**src/rtl/trigger_sequencer.sv**
```systemverilog
// trigger_sequencer: ordered multi-stage mask/value trigger with per-stage post-match delay.
// Optional build macro TRIG_EDGE_EN adds per-stage rise/fall edge qualifiers on the sampled word.
module trigger_sequencer #(
  parameter  int SAMPLE_WIDTH = 8,
  parameter  int NUM_STAGES   = 4,
  parameter  int DELAY_WIDTH  = 16,
  localparam int SELW         = (NUM_STAGES > 1) ? $clog2(NUM_STAGES) : 1
) (
  input  logic                    clock,
  input  logic                    reset_n,
  input  logic                    load_stage,
  input  logic [SELW-1:0]         stage_sel,
  input  logic [SAMPLE_WIDTH-1:0] cfg_mask,
  input  logic [SAMPLE_WIDTH-1:0] cfg_value,
  input  logic [DELAY_WIDTH-1:0]  cfg_delay,
  input  logic                    cfg_last,
  input  logic [SAMPLE_WIDTH-1:0] cfg_rise,
  input  logic [SAMPLE_WIDTH-1:0] cfg_fall,
  input  logic                    arm,
  input  logic                    valid,
  input  logic [SAMPLE_WIDTH-1:0] dataIn,
  output logic                    run,
  output logic                    armed,
  output logic [SELW-1:0]         stage_idx
);
  typedef enum logic [1:0] {IDLE = 2'd0, ARMED = 2'd1, DELAY = 2'd2, FIRED = 2'd3} state_t;

  localparam logic [SELW-1:0]         LAST_IDX  = SELW'(NUM_STAGES - 1);
  localparam logic [SELW-1:0]         IDX_ZERO  = {SELW{1'b0}};
  localparam logic [DELAY_WIDTH-1:0]  CNT_ZERO  = {DELAY_WIDTH{1'b0}};
  localparam logic [SAMPLE_WIDTH-1:0] WORD_ZERO = {SAMPLE_WIDTH{1'b0}};

  function automatic logic level_match(input logic [SAMPLE_WIDTH-1:0] d,
                                       input logic [SAMPLE_WIDTH-1:0] v,
                                       input logic [SAMPLE_WIDTH-1:0] m);
    return ((d ^ v) & m) == WORD_ZERO;
  endfunction

  state_t                  state_r, state_s;
  logic [DELAY_WIDTH-1:0]  cnt_r, cnt_s, cnt_inc_s;
  logic [SELW-1:0]         stage_idx_r, idx_s;
  logic                    run_r, armed_r;
  logic                    cfg_wr_s, match_s, advance_s;

  logic [SAMPLE_WIDTH-1:0] mask_r  [NUM_STAGES];
  logic [SAMPLE_WIDTH-1:0] value_r [NUM_STAGES];
  logic [DELAY_WIDTH-1:0]  delay_r [NUM_STAGES];
  logic [NUM_STAGES-1:0]   last_r;

  assign cfg_wr_s  = load_stage && (state_r == IDLE) && (32'(stage_sel) < NUM_STAGES);
  assign cnt_inc_s = cnt_r + DELAY_WIDTH'(1'b1);

  // Stage configuration storage; only writable while idle.
  always_ff @(posedge clock or negedge reset_n) begin
    if (!reset_n) begin
      for (int i = 0; i < NUM_STAGES; i++) begin
        mask_r[i]  <= WORD_ZERO;
        value_r[i] <= WORD_ZERO;
        delay_r[i] <= CNT_ZERO;
      end
      last_r <= {NUM_STAGES{1'b0}};
    end else if (cfg_wr_s) begin
      mask_r[stage_sel]  <= cfg_mask;
      value_r[stage_sel] <= cfg_value;
      delay_r[stage_sel] <= cfg_delay;
      last_r[stage_sel]  <= cfg_last;
    end
  end

`ifdef TRIG_EDGE_EN
  logic [SAMPLE_WIDTH-1:0] rise_r [NUM_STAGES];
  logic [SAMPLE_WIDTH-1:0] fall_r [NUM_STAGES];
  logic [SAMPLE_WIDTH-1:0] prev_r;

  // Edge qualifiers per stage plus the previous valid sample (tracked even while idle).
  always_ff @(posedge clock or negedge reset_n) begin
    if (!reset_n) begin
      for (int i = 0; i < NUM_STAGES; i++) begin
        rise_r[i] <= WORD_ZERO;
        fall_r[i] <= WORD_ZERO;
      end
      prev_r <= WORD_ZERO;
    end else begin
      if (cfg_wr_s) begin
        rise_r[stage_sel] <= cfg_rise;
        fall_r[stage_sel] <= cfg_fall;
      end
      if (valid) begin
        prev_r <= dataIn;
      end
    end
  end

  // Current-stage compare: level plus required rising/falling bits.
  always_comb begin
    match_s = valid
           && level_match(dataIn, value_r[stage_idx_r], mask_r[stage_idx_r])
           && ((~prev_r & dataIn & rise_r[stage_idx_r]) == rise_r[stage_idx_r])
           && ((prev_r & ~dataIn & fall_r[stage_idx_r]) == fall_r[stage_idx_r]);
  end
`else
  logic unused_edge_s;
  assign unused_edge_s = ^{cfg_rise, cfg_fall};

  // Current-stage compare: level only.
  always_comb begin
    match_s = valid && level_match(dataIn, value_r[stage_idx_r], mask_r[stage_idx_r]);
  end
`endif

  // Next-state logic; arm low overrides everything, one stage advance per sample.
  always_comb begin
    state_s   = state_r;
    idx_s     = stage_idx_r;
    cnt_s     = cnt_r;
    advance_s = 1'b0;
    if (!arm) begin
      state_s = IDLE;
      idx_s   = IDX_ZERO;
      cnt_s   = CNT_ZERO;
    end else begin
      case (state_r)
        IDLE: begin
          state_s = ARMED;
          idx_s   = IDX_ZERO;
          cnt_s   = CNT_ZERO;
        end
        ARMED: begin
          if (match_s) begin
            if (delay_r[stage_idx_r] == CNT_ZERO) begin
              advance_s = 1'b1;
            end else begin
              cnt_s   = CNT_ZERO;
              state_s = DELAY;
            end
          end else begin
            state_s = ARMED;
          end
        end
        DELAY: begin
          if (valid) begin
            if (cnt_inc_s == delay_r[stage_idx_r]) begin
              advance_s = 1'b1;
            end else begin
              cnt_s = cnt_inc_s;
            end
          end else begin
            state_s = DELAY;
          end
        end
        FIRED: begin
          state_s = FIRED;
        end
        default: begin
          state_s = IDLE;
          idx_s   = IDX_ZERO;
          cnt_s   = CNT_ZERO;
        end
      endcase
      if (advance_s) begin
        cnt_s = CNT_ZERO;
        if (last_r[stage_idx_r] || (stage_idx_r == LAST_IDX)) begin
          state_s = FIRED;
        end else begin
          idx_s   = stage_idx_r + SELW'(1'b1);
          state_s = ARMED;
        end
      end else begin
        cnt_s = cnt_s;
      end
    end
  end

  // State, counter and registered outputs.
  always_ff @(posedge clock or negedge reset_n) begin
    if (!reset_n) begin
      state_r     <= IDLE;
      cnt_r       <= CNT_ZERO;
      stage_idx_r <= IDX_ZERO;
      run_r       <= 1'b0;
      armed_r     <= 1'b0;
    end else begin
      state_r     <= state_s;
      cnt_r       <= cnt_s;
      stage_idx_r <= idx_s;
      run_r       <= (state_s == FIRED);
      armed_r     <= (state_s == ARMED) || (state_s == DELAY);
    end
  end

  assign run       = run_r;
  assign armed     = armed_r;
  assign stage_idx = stage_idx_r;

endmodule

```
**config.mk**
```make
export PLATFORM = sky130hd
export DESIGN_NAME = trigger_sequencer
export DESIGN_NICKNAME = d
export VERILOG_FILES = /design/src/rtl/trigger_sequencer.sv
export SDC_FILE = /design/constraint.sdc
export NUM_CORES = 1
export LEC_CHECK = 0
export CAP_MARGIN = 20
export CORE_MARGIN = 8
export CORE_UTILIZATION = 58
export CTS_BUF_LIST = sky130_fd_sc_hd__clkbuf_4 sky130_fd_sc_hd__clkbuf_8 sky130_fd_sc_hd__clkbuf_16
export DETAILED_ROUTE_END_ITERATION = 12
export HOLD_SLACK_MARGIN = 0.12
export PLACE_DENSITY = 0.86
export SETUP_SLACK_MARGIN = 0.5
export SYNTH_ARGS = -nofsm -noshare
export SYNTH_HDL_FRONTEND = slang
export SYNTH_SLANG_ARGS = --single-unit
```
**constraint.sdc**
```tcl
create_clock -name clock -period 6.02 [get_ports clock]
set_input_delay 0.903 -clock clock [delete_from_list [all_inputs] [get_ports clock]]
set_output_delay 0.903 -clock clock [all_outputs]
set_load 0.02 [all_outputs]
```
==> results.ini <==
[setup_path]
crit_buf_inv=1
path_cells=clkdlybuf4s50_1 > xor2_1 > a222oi_1 > nand3_1 > a221oi_1 > o21ai_0 > o21ai_4 > o21ai_2 > o21a_1 > o21a_1
cpMostUsedCell=o21a_1
regToRegSetupSlack_ps=2190
crit_path_max_fanout=14
start_kind=input pin
cp_top_family=compound AO/OA/AOI/OAI gates
critical_path_class=input pin to flop
cpPeakStageDelay_ps=520
r2r-end=cnt_r[14]
slowest_stage=a221oi_1
arrival_ps=4270
critical_path.reg2reg.startpoint=stage_idx[0]
crit_required_ps=6340
r2r_cells=10
critPathCaptureType=flop

[timing]
finalSetupViolCount=0
worst_pin_slew_ps=856
setup_tns_ps=0
max_freq_mhz=253
maxSlewViolCount=0
setup_slack_ps=2070
hold_viol=0
period_share_pct=65.7
slew_headroom_pct=42.9
skew_ps=6.71
rsz0062_at_grt=false
min_period_ps=3950

[pwr]
seqPwrFrac_pct=44.6
p_sw_share_pct=26.2
power_frac_comb_pct=20.7
internal_power_uw=2370
p_per_area_nw_per_um2=357
total_power_uw=3210
p_sw_uw=841
ir_drop_mv=0.226
clock_power_share_pct=34.7
p_leak_uw=0.00374

[layout]
multi_input_area_um2=3670
instances_no_fill=826
final_util_pct=68.4
n_fill_cell=921
drive_above_1_share_pct=32.3
ff_latch_area_um2=3850
fin_nets=711
syn_to_final_growth_pct=16.2
antenna_cells=0

[hold_path]
hold_path.class=flop to flop
hold_end=delay_r[29]
hold_depth=1
hold_start=delay_r[29]

[yosys]
syn_avg_cell_area_um2=13.2
postSynthCellCount=587
synth_cell_type_count=66
synth_top_area_share_pct=49.8
synth_top_cells_by_area=dfrtp_1 50%, mux2_2 19%, mux4_2 4.7%
yosys_warnings=0
synth_edf_count=0
syn_nets=660
async_reset_ff_share_pct=100
syn_area_um2=7730
seq_area_frac_synth_pct=49.8
synth-seq-cells=154
yosysTopAreaCell=dfrtp_1
synth_common_cells=154 x dfrtp_1, 132 x mux2_2, 36 x xor2_1, 25 x nand2_1, 21 x nor2_1
synthFlopType=dfrtp_1
yosysMostFrequentCell=dfrtp_1

[die]
core-area_um2=13100
num_io_pins=68
placementRows=42
die_area_um2=17300
fp.dieH_um=131
start_util_pct=58.8
die_width_um=131

[clocking]
cts_tree=yes
root_buffer=clkbuf_16
h-tree-depth=4
postCtsSetupBuffers=0
cts_resized=0
cts_num_sinks=154
cts_buffers=17
cts_buffer_depth=2
path_clk_slew_ps=60
ctsHoldBuffers=0
worstSkewPairLatency_ps=430

[grt]
grt_pass1_vias=5483
grt_pass1_wl_um=28800
antenna_found_initial=0
grt-ovfl-total=0
grt_max_degree=98
grt_use_total_pct=21.0

[detailed_routing]
ant_nets=0
wl_um=17600
wl_per_cell_um=21.3
vias=5026
drc_errors=0
drt_pass1_iterations=5
drt-vias-per-instance=6.08
drt_iter0_markers=404

[place]
place_congestion=0.901
numPortBuffers=51
dp_slack_ps=1750
dp.cells=795
dp_hpwl_um=11700

[flow_run]
drv_cap=0

[run_status]
status=finished clean

state kept, by name, summed over array words and instances (netlist names):
register	flops
delay_r	64
mask_r	32
value_r	32
cnt_r	16
last_r	4
stage_idx	2
state_r	2
armed	1
run	1
final cells by class:
| class | instances | share of cell area, % |
|---|---|---|
| Sequential cell | 154 | 42.9 |
| Multi-Input combinational cell | 392 | 40.9 |
| Timing Repair Buffer | 58 | 6.28 |
| Clock buffer | 24 | 5.60 |
| Tap cell | 176 | 2.45 |
| Clock inverter | 7 | 1.27 |
| Inverter | 15 | 0.627 |
worst max path at each step:
stage,startpoint,end,slack (ps),cells after the start
after floorplan,stage_idx[0],armed,3010,11
after global placement,dataIn[6],cnt_r[10],1890,10
after detailed placement,dataIn[6],cnt_r[6],1750,10
after CTS,stage_idx[0],cnt_r[14],2130,10
after global routing,dataIn[6],cnt_r[10],1870,10
final,dataIn[6],cnt_r[6],2070,10
worst register-to-register path, stage by stage (launching register included):
cell,delay (ps)
dfrtp_1,730
buf_4,440
mux4_2,620
xnor2_1,170
nand2_1,60
nand4b_1,280
nor4b_4,410
a21oi_4,170
o21ai_2,510
mux2i_1,280
nor2_2,40
placed cells by master, fill, tap and decap left out, types with 5 or more instances in the layout:
cell | netlist | routed
a21oi_1 | 17 | 17
a31oi_1 | 5 | 5
buf_4 | 1 | 7
clkbuf_16 | 0 | 17
clkdlybuf4s50_1 | 0 | 50
dfrtp_1 | 154 | 154
ha_1 | 9 | 9
inv_1 | 14 | 14
mux2_2 | 132 | 132
mux2i_1 | 5 | 5
mux4_2 | 16 | 16
nand2_1 | 25 | 25
nand3_1 | 13 | 13
nor2_1 | 21 | 21
nor3_1 | 7 | 6
nor4_1 | 9 | 9
o21a_1 | 6 | 6
o21ai_0 | 9 | 9
or3_1 | 5 | 5
xnor2_1 | 13 | 13
xor2_1 | 36 | 36
through the flow:
step,area [um2],hold slack [ps]
after floorplan,7730,470
after global placement,8370,478
after detailed placement,8370,490
after CTS,8990,503
after global routing,8990,508
final,8990,499
per-layer routing:
metal  vias to the layer above  track usage [%]  wire length [um]
met3                        37             4.99              1070
met5                         -                0                 0
met1                      2578             26.7              7440
met4                         0             8.81               403
li1                       2255                -                 -
met2                       156             34.0              8640
cell families after synthesis:
kind of cell	synth area share, %
multiplexers	24.9
flip-flops	49.8
AND/OR/NAND/NOR	7.07
AO/OA/AOI/OAI	7.01
XOR/XNOR	7.06
buffers and inverters	2.69
adder cells (fa/ha/maj)	1.46
power groups by stage:
stage          clock [uW]  combinational (uW)  sequential [uW]
2_1_floorplan           0                 487             1390
3_3_place_gp            0                 623             1420
3_5_place_dp            0                 658             1440
4_1_cts              1120                 669             1430
5_1_grt              1160                 717             1460
6_report             1110                 665             1430
Note: power is estimated with default switching activity, not from simulation.
==> RTL change 1, RTL diff (same flow settings) <==
Encoding of `state_t`: now one-hot (4 bits for 4 states).
--- a/src/rtl/trigger_sequencer.sv
+++ b/src/rtl/trigger_sequencer.sv
@@ -23,7 +23,7 @@
   output logic                    armed,
   output logic [SELW-1:0]         stage_idx
 );
-  typedef enum logic [1:0] {IDLE = 2'd0, ARMED = 2'd1, DELAY = 2'd2, FIRED = 2'd3} state_t;
+  typedef enum logic [3:0] {IDLE = 4'b0001, ARMED = 4'b0010, DELAY = 4'b0100, FIRED = 4'b1000} state_t;
 
   localparam logic [SELW-1:0]         LAST_IDX  = SELW'(NUM_STAGES - 1);
   localparam logic [SELW-1:0]         IDX_ZERO  = {SELW{1'b0}};
Function: same outputs for any inputs over 4 cycles, from zero or initial values and one cycle with reset_n low; so few cycles prove little.
==> RTL change 1 against the original RTL <==
  * Setup slack worse by 0.064 ns
  * Design area is 2.6% higher
  * Final cell count is 5.4% higher
  * Synthesized area is 3.1% higher
  * Critical path depth is 1 lower
  * Routed wire length is 12% higher
  * Global-route usage is 1.8 points higher
  * Sequential cell count is 2 higher
  * Power is 26% higher
  * Combinational power is 76% higher
  * Critical path type is now reg -> reg
  * Largest cell class unchanged
==> RTL change 1: results (changes against the original RTL) <==
Power and ir drop
  – LEAKAGE: 3.71 nW (was 3.74 nW)
  – Peak VDD IR: 0.306 mV (was 0.226 mV)

Setup path
  – Critical R2R Capture: cnt_r[1] (was cnt_r[14])
  – R2R cell count: 9 (was 10)
  – Max Fanout on Critical Path: 20 (was 14)
  – CP delay by family, top: simple AND/OR/NAND/NOR gates (was compound AO/OA/AOI/OAI gates)
  – Slowest stage delay, CP: 0.77 ns (was 0.52 ns)
  – Worst Path Arrival: 4.33 ns (was 4.27 ns)

Synthesis
  – Post-synth net total: 698 (was 660)
  – Sequential area share after synthesis: 0.490 (was 0.498)
  – Synth unique cells: 64 (was 66)
  – Synth area leaders: dfrtp_1, mux2_2, mux4_2 (unchanged)
  – Mapped Cells: 632 (was 587)

Place
  – RePlAce Congestion: 0.884 (was 0.901)
  – Cells after DPL: 839 (was 795)
  – Post-DP HPWL: 12900 um (was 11700 um)

Timing
  – Setup Skew: 0.0125 ns (was 0.00671 ns)
  – Worst slew pin tran: 0.954 ns (was 0.856 ns)
  – Hold Slack: 0.503 ns (was 0.499 ns)

Global route
  – Initial antenna violation count: 1 (was 0)
  – GRT Total Usage: 0.228 (was 0.210)
  – First-pass GRT wire length: 31800 um (was 28800 um)

Worst hold path
  – Worst Hold End: delay_r[19] (was delay_r[29])

Drt
  – DR WL/cell: 22.6 um (was 21.3 um)

Cells and area
  – FILL cells: 950 (was 921)

Status
  – Status: finished, final reports clean (unchanged)
==> RTL change 1: stage by stage <==
| stage | area, um^2 | utilization |
|---|---|---|
| 2_1_floorplan | 7970 | - |
| 3_3_place_gp | 8620 | 0.630 |
| 4_1_cts | 9220 | 0.675 |
| 6_report | 9220 | 0.675 |
| 5_1_grt | 9220 | 0.675 |
| 3_5_place_dp | 8620 | 0.630 |
==> RTL change 1: logic make-up (layout without fill, tap and decap cells) <==
group                      Yosys count  count (layout)  share of synthesized area
AOI/OAI and AO/OA                   90              90                     0.0786
xor gates and xnor gates            53              53                     0.0617
adders and majority gates            2               2                    0.00314
buffers and inverters               46             105                     0.0276
DFF                                156             156                      0.490
muxes                              160             160                      0.248
and+or+nand+nor                    125             125                     0.0907
==> RTL change 1: metal layers <==
metal | GRT usage | vias up | wire length [um]
met5 | 0 | - | 0
met3 | 0.0448 | 60 | 1130
li1 | - | 2472 | -
met4 | 0.108 | 0 | 650
met1 | 0.287 | 2890 | 8120
met2 | 0.372 | 244 | 9760
==> RTL change 1: power by group <==
part	switching, mW	internal [mW]	total, mW
registers	0.292	1.51	1.80
clock network	0.440	0.648	1.09
logic	0.505	0.665	1.17
total	1.24	2.82	4.06
==> RTL change 1: layout make-up <==
| type | count | area (um^2) | share of cell area |
|---|---|---|---|
| Sequential cell | 156 | 3910 | 0.424 |
| Multi-Input combinational cell | 430 | 3850 | 0.418 |
| Timing Repair Buffer | 61 | 587 | 0.0637 |
| Clock buffer | 20 | 467 | 0.0506 |
| Tap cell | 180 | 225 | 0.0244 |
| Clock inverter | 12 | 136 | 0.0148 |
| Inverter | 12 | 45.0 | 0.00489 |
==> RTL change 1: worst max-delay path by stage <==
stage | endpoint | slack (ns) | start | cells after the start
after floorplan | cnt_r[1] | 2.78 | stage_idx[0] | 9
after global placement | cnt_r[1] | 2.08 | stage_idx[0] | 9
after detailed placement | cnt_r[1] | 2.00 | stage_idx[0] | 9
after CTS | cnt_r[1] | 1.97 | stage_idx[0] | 9
after global routing | cnt_r[1] | 1.79 | stage_idx[0] | 8
final | cnt_r[1] | 2.00 | stage_idx[0] | 9
==> RTL change 1: worst register-to-register path: stages, from the launching register on <==
cell and delay, ns:
dfrtp_2 0.77, buf_4 0.38, mux4_2 0.62, xor2_1 0.18
nand4_1 0.12, or4_4 0.44, or4b_4 0.51, o211ai_4 0.53
nand3b_1 0.26, o22ai_1 0.10
==> RTL change 2, RTL diff (same settings) <==
Made on the original files. Build with the macro `TRIG_EDGE_EN` defined.
--- a/src/rtl/trigger_sequencer.sv
+++ b/src/rtl/trigger_sequencer.sv
@@ -1,5 +1,7 @@
 // trigger_sequencer: ordered multi-stage mask/value trigger with per-stage post-match delay.
 // Optional build macro TRIG_EDGE_EN adds per-stage rise/fall edge qualifiers on the sampled word.
+`define TRIG_EDGE_EN
+
 module trigger_sequencer #(
   parameter  int SAMPLE_WIDTH = 8,
   parameter  int NUM_STAGES   = 4,
Function: changed (a bounded check fails within 4 cycles, from zero or initial values and one cycle with reset_n low).
==> RTL change 2 against the original RTL <==
  * Routed wire length rose by 41%
  * Sequential cell count is 72 higher
  * Synthesized area increased by 42%
  * Power increased by 37%
  * Final cell count up 37%
  * Core utilization is 0.63 points lower
  * Design area rose by 41%
  * Setup slack worse by 0.19 ns
  * Largest power group unchanged
==> RTL change 2: results (changes against the original RTL) <==
Status
  – Status: finished, final reports clean (unchanged)

Synthesis
  – Synth Flop Type: dfrtp_1 (unchanged)
  – Post-synth net total: 903 (was 660)
  – Synth area leaders: dfrtp_1, mux2_2, mux4_2 (unchanged)
  – Sequential area share after synthesis: 0.515 (was 0.498)
  – Yosys Warn Count: 0 (unchanged)
  – Top-area cell type share of the netlist area: 0.515 (was 0.498)
  – Synth unique cells: 59 (was 66)
  – Ys async rst share: 1.00 (unchanged)
  – Most frequent cells after synthesis: dfrtp_1, mux2_2, xor2_1 (unchanged)

Setup path
  – Worst Path Arrival: 4.55 ns (was 4.27 ns)
  – CP delay by family, top: simple AND/OR/NAND/NOR gates (was compound AO/OA/AOI/OAI gates)
  – Crit-path slowest cell: dfrtp_1 (was a221oi_1)
  – Slowest stage delay, CP: 0.78 ns (was 0.52 ns)
  – Max Fanout on Critical Path: 23 (was 14)

Place
  – RePlAce Congestion: 0.885 (was 0.901)
  – Input/output buffers: 67 (was 51)
  – Post-DP HPWL: 15900 um (was 11700 um)

Clock network
  – Number of CTS-inserted buffers: 23 (was 17)
  – Post-cts sizing count: 0 (unchanged)
  – Clock transition at the registers of the reported paths: 0.06 ns (about the same)
  – Clock Latency Late Sink: 0.52 ns (was 0.43 ns)
  – Clock tree buffer depth: 3 (was 2)
  – Root buffer cell: clkbuf_16 (unchanged)
  – H-tree depth: 1 (was 4)

Cells and area
  – Fin nets: 957 (was 711)
  – Most flop-heavy register: delay_r (unchanged)
  – Layout cells sized above 1: 0.329 (was 0.323)
  – FILL cells: 1259 (was 921)

Drt
  – Drt first pass iters: 5 (unchanged)
  – Initial DRC Count: 448 (was 404)
  – Vias per inst: 6.38 (was 6.08)
  – DR WL/cell: 21.9 um (was 21.3 um)

Global route
  – First-pass GRT wire length: 40900 um (was 28800 um)
  – GRT Total Usage: 0.212 (was 0.210)
  – Vias in the first global route: 7565 (was 5483)
  – Largest net degree at the start of global routing: 135 (was 98)

Timing
  – Worst slew pin tran: 1.01 ns (was 0.856 ns)
  – Setup Skew: 0.0191 ns (was 0.00671 ns)

Power and ir drop
  – Clock Power Share: 0.356 (was 0.347)
  – P_comb: 0.791 mW (was 0.665 mW)
  – Peak VDD IR: 0.229 mV (was 0.226 mV)
  – LEAKAGE: 5.25 nW (was 3.74 nW)
  – P_sw: 1.10 mW (was 0.841 mW)

Worst hold path
  – Worst hold path class: in -> async (was reg -> reg)
-- RTL change 2: kinds of logic (layout without fill, tap and decap cells) --
| family | count (synthesis) | after routing | synth area share |
|---|---|---|---|
| compound gates | 105 | 105 | 0.0672 |
| xor+xnor | 47 | 47 | 0.0425 |
| buf+inv | 62 | 133 | 0.0255 |
| fa+ha+maj | 9 | 9 | 0.0103 |
| flops | 226 | 226 | 0.515 |
| mux | 248 | 248 | 0.279 |
| simple gates | 133 | 133 | 0.0608 |
-- RTL change 2: final timing paths --
check	end	from	slack, ns	depth (start not counted)
setup / recovery	cnt_r[14]	stage_idx[1]	1.87	10
hold / removal	fall_r[12]	reset_n	0.47	1
setup reg to reg	cnt_r[14]	stage_idx[1]	1.87	10
hold reg to reg	fall_r[7]	fall_r[7]	0.50	1
max in group asynchronous	delay_r[34]	reset_n	4.25	2
min in group clock	fall_r[7]	fall_r[7]	0.50	1
-- RTL change 2: area by class of cell --
class                           instances  area share
Sequential cell                       226       0.448
Multi-Input combinational cell        542       0.400
Clock inverter                         11      0.0146
Timing Repair Buffer                   75      0.0582
Tap cell                              234      0.0232
Inverter                               16     0.00475
Clock buffer                           31      0.0513
-- RTL change 2: metrics by stage --
stage / utilization / worst slack [ns] / cell area, um^2 / power, mW / instances
floorplan: - / 2.64 / 11000 / 2.57 / 830
global route: 0.678 / 1.65 / 12600 / 4.58 / 1135
CTS: 0.678 / 1.94 / 12600 / 4.41 / 1135
finish: 0.678 / 1.87 / 12600 / 4.39 / 1135
global placement: 0.633 / 2.02 / 11800 / 2.79 / 1093
detailed placement: 0.633 / 1.98 / 11800 / 2.84 / 1093
-- RTL change 2: layer usage --
layer	global-route usage	routed length, um	up-vias
li1	-	-	3171
met1	0.294	10800	3770
met2	0.332	11800	248
met3	0.0401	1560	47
met4	0.0700	569	0
met5	0	0	-
